===== config.mk =====
export PLATFORM = sky130hd
export DESIGN_NAME = affine_ref_feeder
export DESIGN_NICKNAME = d
export VERILOG_FILES = /design/src/rtl/affine_ref_feeder.sv
export SDC_FILE = /design/constraint.sdc
export NUM_CORES = 1
export LEC_CHECK = 0
export ABC_AREA = 1
export CAP_MARGIN = 20
export CORE_AREA = 2 2 260 262
export DETAILED_ROUTE_END_ITERATION = 10
export DIE_AREA = 0 0 262 264
export MAX_ROUTING_LAYER = met4
export PLACE_DENSITY = 0.68
export SKIP_CTS_REPAIR_TIMING = 1
export SYNTH_ARGS = -nofsm -noshare
export SYNTH_HDL_FRONTEND = slang
export SYNTH_SLANG_ARGS = --single-unit

===== constraint.sdc =====
create_clock -name clk -period 3 [get_ports clk]
set_input_delay 0.6 -clock clk [delete_from_list [all_inputs] [get_ports clk]]
set_output_delay 0.6 -clock clk [all_outputs]
set_load 0.005 [all_outputs]

===== src/rtl/affine_ref_feeder.sv =====
`default_nettype none
// ============================================================================
// Module      : affine_ref_feeder
// Description : Streams reference rows from a synchronous RAM. Rows are
//               grouped in fours and each group is handed to the consumer
//               through a valid/ready handshake. The word count is rounded
//               down to a multiple of 4 and saturated to the RAM depth.
// Revision    : 1.0  initial release
// ============================================================================
module affine_ref_feeder #(
    parameter int DATA_W = 128,
    parameter int ADDR_W = 12
) (
    input  logic              clk,
    input  logic              rst_n,
    input  logic              load_req,
    input  logic [ADDR_W:0]   num_words,
    output logic              mem_rd_en,
    output logic [ADDR_W-1:0] mem_addr,
    input  logic [DATA_W-1:0] mem_rd_data,
    output logic [DATA_W-1:0] ref_line_0,
    output logic [DATA_W-1:0] ref_line_1,
    output logic [DATA_W-1:0] ref_line_2,
    output logic [DATA_W-1:0] ref_line_3,
    output logic              line_valid,
    input  logic              line_ready,
    output logic              busy,
    output logic              load_done
);

    localparam int                GRP_W          = ADDR_W - 2;
    localparam logic [ADDR_W:0]   c_MAX_WORDS    = {1'b1, {ADDR_W{1'b0}}};
    localparam logic [ADDR_W-2:0] c_MAX_GROUPS   = {1'b1, {GRP_W{1'b0}}};

    typedef enum logic [2:0] {
        S_IDLE  = 3'd0,
        S_FETCH = 3'd1,
        S_WAIT  = 3'd2,
        S_HOLD  = 3'd3,
        S_DONE  = 3'd4
    } state_t;

    state_t              r_state;
    state_t              w_next;
    logic [ADDR_W-2:0]   r_num_groups;
    logic [GRP_W-1:0]    r_group;
    logic [1:0]          r_off;
    logic                r_rd_d;
    logic [1:0]          r_slot_d;
    logic [ADDR_W-2:0]   w_num_groups;
    logic [ADDR_W-2:0]   w_group_inc;
    logic                w_last;
    logic                w_handshake;

    // Group count: saturate to the RAM depth, then drop the partial group.
    assign w_num_groups = (num_words > c_MAX_WORDS) ? c_MAX_GROUPS : num_words[ADDR_W:2];
    assign w_group_inc  = {1'b0, r_group} + (ADDR_W-1)'(1);
    assign w_last       = (w_group_inc == r_num_groups);
    assign w_handshake  = (r_state == S_HOLD) && line_ready;

    // Address is the group index with the row offset; it is held outside FETCH.
    assign mem_addr   = {r_group, r_off};
    assign mem_rd_en  = (r_state == S_FETCH);
    assign line_valid = (r_state == S_HOLD);
    assign busy       = (r_state != S_IDLE);
    assign load_done  = (r_state == S_DONE);

    // State register.
    always_ff @(posedge clk or negedge rst_n) begin
        if (!rst_n) begin
            r_state <= S_IDLE;
        end else begin
            r_state <= w_next;
        end
    end

    // Next-state logic.
    always_comb begin
        w_next = r_state;
        case (r_state)
            S_IDLE:  if (load_req) w_next = (w_num_groups == '0) ? S_DONE : S_FETCH;
            S_FETCH: if (r_off == 2'd3) w_next = S_WAIT;
            S_WAIT:  w_next = S_HOLD;
            S_HOLD:  if (line_ready) w_next = w_last ? S_DONE : S_FETCH;
            S_DONE:  w_next = S_IDLE;
            default: w_next = S_IDLE;
        endcase
    end

    // Count latch plus group/offset counters; offset parks at 3 after a fetch
    // burst so the last issued address stays visible.
    always_ff @(posedge clk or negedge rst_n) begin
        if (!rst_n) begin
            r_num_groups <= '0;
            r_group      <= '0;
            r_off        <= '0;
        end else begin
            if ((r_state == S_IDLE) && load_req) begin
                r_num_groups <= w_num_groups;
                r_group      <= '0;
                r_off        <= '0;
            end else if ((r_state == S_FETCH) && (r_off != 2'd3)) begin
                r_off <= r_off + 2'd1;
            end else if (w_handshake && !w_last) begin
                r_group <= w_group_inc[GRP_W-1:0];
                r_off   <= '0;
            end
        end
    end

    // Capture each RAM word one cycle after its read into the matching slot.
    always_ff @(posedge clk or negedge rst_n) begin
        if (!rst_n) begin
            r_rd_d     <= 1'b0;
            r_slot_d   <= '0;
            ref_line_0 <= '0;
            ref_line_1 <= '0;
            ref_line_2 <= '0;
            ref_line_3 <= '0;
        end else begin
            r_rd_d   <= mem_rd_en;
            r_slot_d <= r_off;
            if (r_rd_d) begin
                case (r_slot_d)
                    2'd0:    ref_line_0 <= mem_rd_data;
                    2'd1:    ref_line_1 <= mem_rd_data;
                    2'd2:    ref_line_2 <= mem_rd_data;
                    default: ref_line_3 <= mem_rd_data;
                endcase
            end
        end
    end

endmodule
`default_nettype wire


==> flow_summary.yaml, run 1 <==
timing:
  holdWs_ns: 0.470
  finClkSkew_ns: 0.00866
  setup_tns_ns: 0
  max_clock_freq_mhz: 379
  finalCriticalPeriod_ns: 2.64
  min_period_over_period_pct: 87.9
  worstMarginPinSlew_ns: 0.740
  slew_headroom_pct: 50.6
  rsz0062_at_grt: "false"
  setup_viol: 0
  slew_violations: 0
  fin_ws_ns: 0.362
  hold_violations: 0
logic_synthesis:
  netlist.area_leader.share_pct: 67.3
  synth_seq_cells: 541
  syn_area_mm2: 0.0201
  async_flop_share_pct: 100
  synth-edff-count: 0
  yosys_warnings: 0
  yosysSeqAreaShare_pct: 67.3
  avgSynthCellArea_um2: 9.83
  synth_nets: 2194
  synth_area_leaders: "dfrtp_1 (67%), o21ai_0 (13%), nand2_1 (11%)"
  ys.flop_type: "dfrtp_1"
  synth_cell_types: 33
  synth_largest_area_cell: "dfrtp_1"
  synthCells: 2047
pwr:
  powerDensity_mw_per_mm2: 1130
  power_mw: 33.6
  swShare_pct: 32.3
  seq_power_share_pct: 38.5
  intPower_mw: 22.7
  pwr-share-comb_pct: 41.1
  power.net_switching_mw: 10.8
  p_leak_nw: 13.9
  ir_drop_mv: 0.624
  clock_power_share_pct: 20.4
clock_tree:
  cts_tree: "yes"
  root_buffer: "clkbuf_16"
  cts-buffers-inserted: 56
  clk_pin_slew_ns: 0.06
  htreeDepth: 2
  numClockSinks: 541
  insertion_delay_ns: 0.59
  clockBufferDepth: 3
critical_path:
  crit_arrival_ns: 2.04
  critPathMaxFanout: 4
  cp.required_ns: 2.40
  cp-end-kind: "output pin"
  path_class: "flop to output pin"
  start_kind: "flop"
layout:
  final_cells: 3615
  multi_input_area_mm2: 0.00555
  seqCellArea_mm2: 0.0135
  nets: 2850
  drive_above_1_share_pct: 5.59
  finalInstanceArea_mm2: 0.0298
  area_delta_synth_final_pct: 48.4
  fill_cells: 6277
  final_util_pct: 44.8
worst_hold_path:
  hp-class: "flop to flop"
place:
  gp_congestion: 0.889
  pre_cts_ws_ns: 0.612
  postPlaceCellArea_mm2: 0.0280
  dp_hpwl_mm: 45.5
  portBuffers: 672
  dp.cells: 3517
global_route:
  grtUsageTotal_pct: 18.3
  grt_pass1_wl_mm: 96.1
  grt_max_degree: 125
  grt_overflow: 0
  grt_pass1_vias: 16119
  antenna_found_initial: 6
drt:
  routedWlPerCell_um: 17.4
  route.vias.total: 16395
  ant_nets: 0
  drtIter0Drc: 1167
  wl_mm: 63.1
  drtPass1Iterations: 5
  vias_per_cell: 4.54
  drc: 0
floorplanning:
  pin_count: 673
  rows: 95
  dieHeight_um: 264
  die_x_um: 262
  initial_core_util_pct: 30.2
  placeableCoreArea_mm2: 0.0666
  fp.dieArea_mm2: 0.0692
job:
  max_cap_viol_count: 0
outcome:
  status: "finished clean"
[cell usage in the layout, fill, tap and decap left out, drive strengths merged]
cell | Yosys | routed
clkdlybuf4s50 | 0 | 671
nand2 | 580 | 580
dfrtp | 541 | 541
o21ai | 527 | 527
inv | 166 | 168
clkbuf | 101 | 79
nand3 | 63 | 63
buf | 17 | 44
nor2 | 30 | 30
clkinv | 0 | 8
diode | 0 | 3
nand4 | 3 | 3
a21oi | 3 | 3
bufinv | 0 | 3
nor3 | 2 | 2
xor2 | 2 | 2
ha | 2 | 2
clkinvlp | 0 | 2
o21bai | 2 | 2
or2 | 2 | 2
o31ai | 1 | 1
xnor2 | 1 | 1
nand3b | 1 | 1
o21a | 1 | 1
a31o | 1 | 1
and2 | 1 | 1
dlygate4sd3 | 0 | 1
[area by class of cell]
type | instances | area share (%)
diodes | 3 | 0.0252
clock buffers | 79 | 5.43
clock inverters | 15 | 0.604
inverters | 166 | 2.09
multi-input cells | 1222 | 18.6
flip-flops and latches | 541 | 45.4
well taps | 873 | 3.66
repair buffers | 716 | 24.3
[state kept, by name (all words and copies together), names as in the netlist, 2 cells and up]
| name | flops |
|---|---|
| r_group | 10 |
| r_num_groups | 11 |
| r_off | 2 |
| r_slot_d | 2 |
| r_state | 3 |
| ref_line_0 | 128 |
| ref_line_1 | 128 |
| ref_line_2 | 128 |
| ref_line_3 | 128 |
[power by group through the flow]
stage	registers, mW	clock network, mW	logic, mW
2_1_floorplan	13.1	0	4.15
3_3_place_gp	12.9	0	13.7
3_5_place_dp	13.0	0	13.9
4_1_cts	12.9	7.05	14.0
5_1_grt	13.4	7.31	15.2
6_report	12.9	6.86	13.8
[worst max-delay path, cell delays in order, from the launching register on]
cell and delay (ns):
dfrtp_1 0.41, nor3_1 0.44, clkdlybuf4s50_1 0.59
[path summary, 6_finish.rpt]
kind	slack [ns]	startpoint	depth (start not counted)	end
setup / recovery	0.36	r_state[2]$_DFFE_PN0P_	2	mem_rd_en
hold / removal	0.47	r_off[1]$_DFFE_PN0P_	0	r_slot_d[1]$_DFF_PN0_
setup reg to reg	0.76	r_group[0]$_DFFE_PN0P_	11	r_group[9]$_DFFE_PN0P_
hold reg to reg	0.47	r_off[1]$_DFFE_PN0P_	0	r_slot_d[1]$_DFF_PN0_
max in group asynchronous	1.50	rst_n	3	ref_line_1[118]$_DFFE_PN0P_
min in group asynchronous	0.60	rst_n	2	ref_line_3[33]$_DFFE_PN0P_
[Yosys cell counts (all sizes together) (3+ instances only)]
| library cell | n |
|---|---|
| nand2 | 580 |
| dfrtp | 541 |
| o21ai | 527 |
| inv | 166 |
| clkbuf | 101 |
| nand3 | 63 |
| nor2 | 30 |
| buf | 17 |
| a21oi | 3 |
| nand4 | 3 |
[cell families after synthesis]
| group | Yosys count | share of synthesized area (%) |
|---|---|---|
| and+or+nand+nor | 682 | 13.6 |
| adders and majority gates | 2 | 0.124 |
| xor gates and xnor gates | 3 | 0.131 |
| AOI/OAI and AO/OA | 535 | 13.5 |
| buffers and inverters | 284 | 5.36 |
| DFF | 541 | 67.3 |
[per-layer routing]
metal  track usage, %  vias to the layer above  routed length [um]
li1                 -                     7895                   -
met1             21.9                     7771               25300
met2             29.6                      596               30100
met3             5.17                      133                5400
met4             6.40                        0                2250
met5                -                        -                   0
Power figures use the tool's default switching activity.
==> run 2, diff against run 1 <==
Settings changed: CORE_AREA 2 2 260 262 to 2 2 265 267, DIE_AREA 0 0 262 264 to 0 0 267 269, PLACE_DENSITY 0.68 to unset, PLACE_DENSITY_LB_ADDON set to 0.1.
==> flow_summary.yaml, run 2 (synthesized netlist as in run 1, its figures left out) <==
outcome:
  status: "finished clean"
layout:
  multi_input_area_mm2: 0.00555
  mostFrequentLayoutCell: "clkdlybuf4s50_1"
  finalInstanceArea_mm2: 0.0303
  area_delta_synth_final_pct: 50.6
  nets: 2850
  layout_common_cells: "clkdlybuf4s50_1 (671), nand2_1 (575), dfrtp_1 (541)"
  drive_above_1_share_pct: 6.08
  seqCellArea_mm2: 0.0135
  fill_cells: 6644
clock_tree:
  insertion_delay_ns: 0.64
  numClockSinks: 541
  htreeDepth: 2
  cts-buffers-inserted: 60
  clockBufferDepth: 3
  clk_pin_slew_ns: 0.06
  root_buffer: "clkbuf_16"
  cts_tree: "yes"
pwr:
  seq_power_share_pct: 36.9
  clock_power_share_pct: 22.5
  ir_drop_mv: 0.700
  power.net_switching_mw: 11.6
  pwr-share-comb_pct: 40.6
  powerDensity_mw_per_mm2: 1160
  swShare_pct: 32.9
  p_leak_nw: 14.1
  intPower_mw: 23.6
drt:
  drc: 0
  vias_per_cell: 4.45
  routedWlPerCell_um: 19.3
  wl_mm: 71.4
  ant_nets: 0
  drtIter0Drc: 1089
  route.vias.total: 16424
  drtPass1Iterations: 5
critical_path:
  max_stage_delay_ns: 0.63
  cp_num_buf_inv: 1
  critPathMaxFanout: 4
  cp.required_ns: 2.40
  cp-end-kind: "output pin"
  cp_top_family: "buffers and inverters"
  crit_slowest_cell: "clkdlybuf4s50_1"
  path_class: "flop to output pin"
  timing.rr.start: "r_group[0]$_DFFE_PN0P_"
  start_kind: "flop"
  reg2reg_slack_ns: 0.78
  crit_arrival_ns: 2.12
  path_cells: "nor3_1 > clkdlybuf4s50_1"
  rr_worst_depth: 11
  reg2reg_to: "r_group[0]$_DFFE_PN0P_"
timing:
  fin_ws_ns: 0.281
  finalCriticalPeriod_ns: 2.72
  setup_tns_ns: 0
  setup_viol: 0
  max_clock_freq_mhz: 368
  worstMarginPinSlew_ns: 0.712
  slew_headroom_pct: 52.5
  min_period_over_period_pct: 90.6
  rsz0062_at_grt: "false"
  hold_violations: 0
  slew_violations: 0
  finClkSkew_ns: 0.0273
floorplanning:
  pin_count: 673
  die_x_um: 267
  placeableCoreArea_mm2: 0.0693
  initial_core_util_pct: 29.0
  rows: 97
  dieHeight_um: 269
  fp.dieArea_mm2: 0.0718
global_route:
  grt_overflow: 0
  grt_pass1_wl_mm: 106
  antenna_found_initial: 4
  grt_pass1_vias: 16540
  grt_max_degree: 108
  grtUsageTotal_pct: 20.0
job:
  max_cap_viol_count: 0
worst_hold_path:
  hold_end: "r_slot_d[1]$_DFF_PN0_"
  min_from: "r_off[1]$_DFFE_PN0P_"
  hp-class: "flop to flop"
  hold_depth: 0
place:
  postPlaceCellArea_mm2: 0.0281
  gp_congestion: 0.832
  portBuffers: 672
  dp_hpwl_mm: 52.3
  pre_cts_ws_ns: 0.484
## run 2: worst max-delay path by stage
stage,start,end,depth (start not counted)
finish,r_state[2]$_DFFE_PN0P_,mem_rd_en,2
global route,r_state[2]$_DFFE_PN0P_,mem_rd_en,2
detailed placement,num_words[4],r_num_groups[3]$_DFFE_PN0P_,8
CTS,r_state[2]$_DFFE_PN0P_,mem_rd_en,2
floorplan,r_group[0]$_DFFE_PN0P_,r_group[3]$_DFFE_PN0P_,12
global placement,num_words[4],r_num_groups[2]$_DFFE_PN0P_,8
## run 2: layer usage
layer | global-route usage [%] | wire (um)
met1 | 23.5 | 28900
met2 | 32.1 | 34100
met3 | 7.20 | 6200
met4 | 6.48 | 2240
met5 | - | 0
## run 2: layout make-up
type,count,area share [%]
inverters,166,2.06
well taps,940,3.88
multi-input cells,1222,18.3
clock buffers,77,5.50
flip-flops and latches,541,44.7
repair buffers,712,24.0
clock inverters,30,1.53
diodes,5,0.0413
## run 2: stage by stage
| step | total power [mW] | hold WS (ns) | utilization, % | instances |
|---|---|---|---|---|
| floorplan | 17.3 | 0.304 | - | 2047 |
| global placement | 27.4 | 0.425 | 40.6 | 3580 |
| detailed placement | 27.6 | 0.444 | 40.6 | 3580 |
| CTS | 35.8 | -0.0980 | 43.7 | 3687 |
| global route | 37.7 | 0.486 | 43.7 | 3692 |
| finish | 35.2 | 0.460 | 43.7 | 3693 |
## run 2: power by group through the flow
| stage | sequential [mW] | clock, mW | combinational (mW) |
|---|---|---|---|
| 6_report | 13.0 | 7.92 | 14.3 |
| 5_1_grt | 13.5 | 8.45 | 15.8 |
| 4_1_cts | 13.0 | 8.16 | 14.6 |
| 3_5_place_dp | 13.1 | 0 | 14.6 |
| 3_3_place_gp | 13.0 | 0 | 14.5 |
| 2_1_floorplan | 13.1 | 0 | 4.15 |
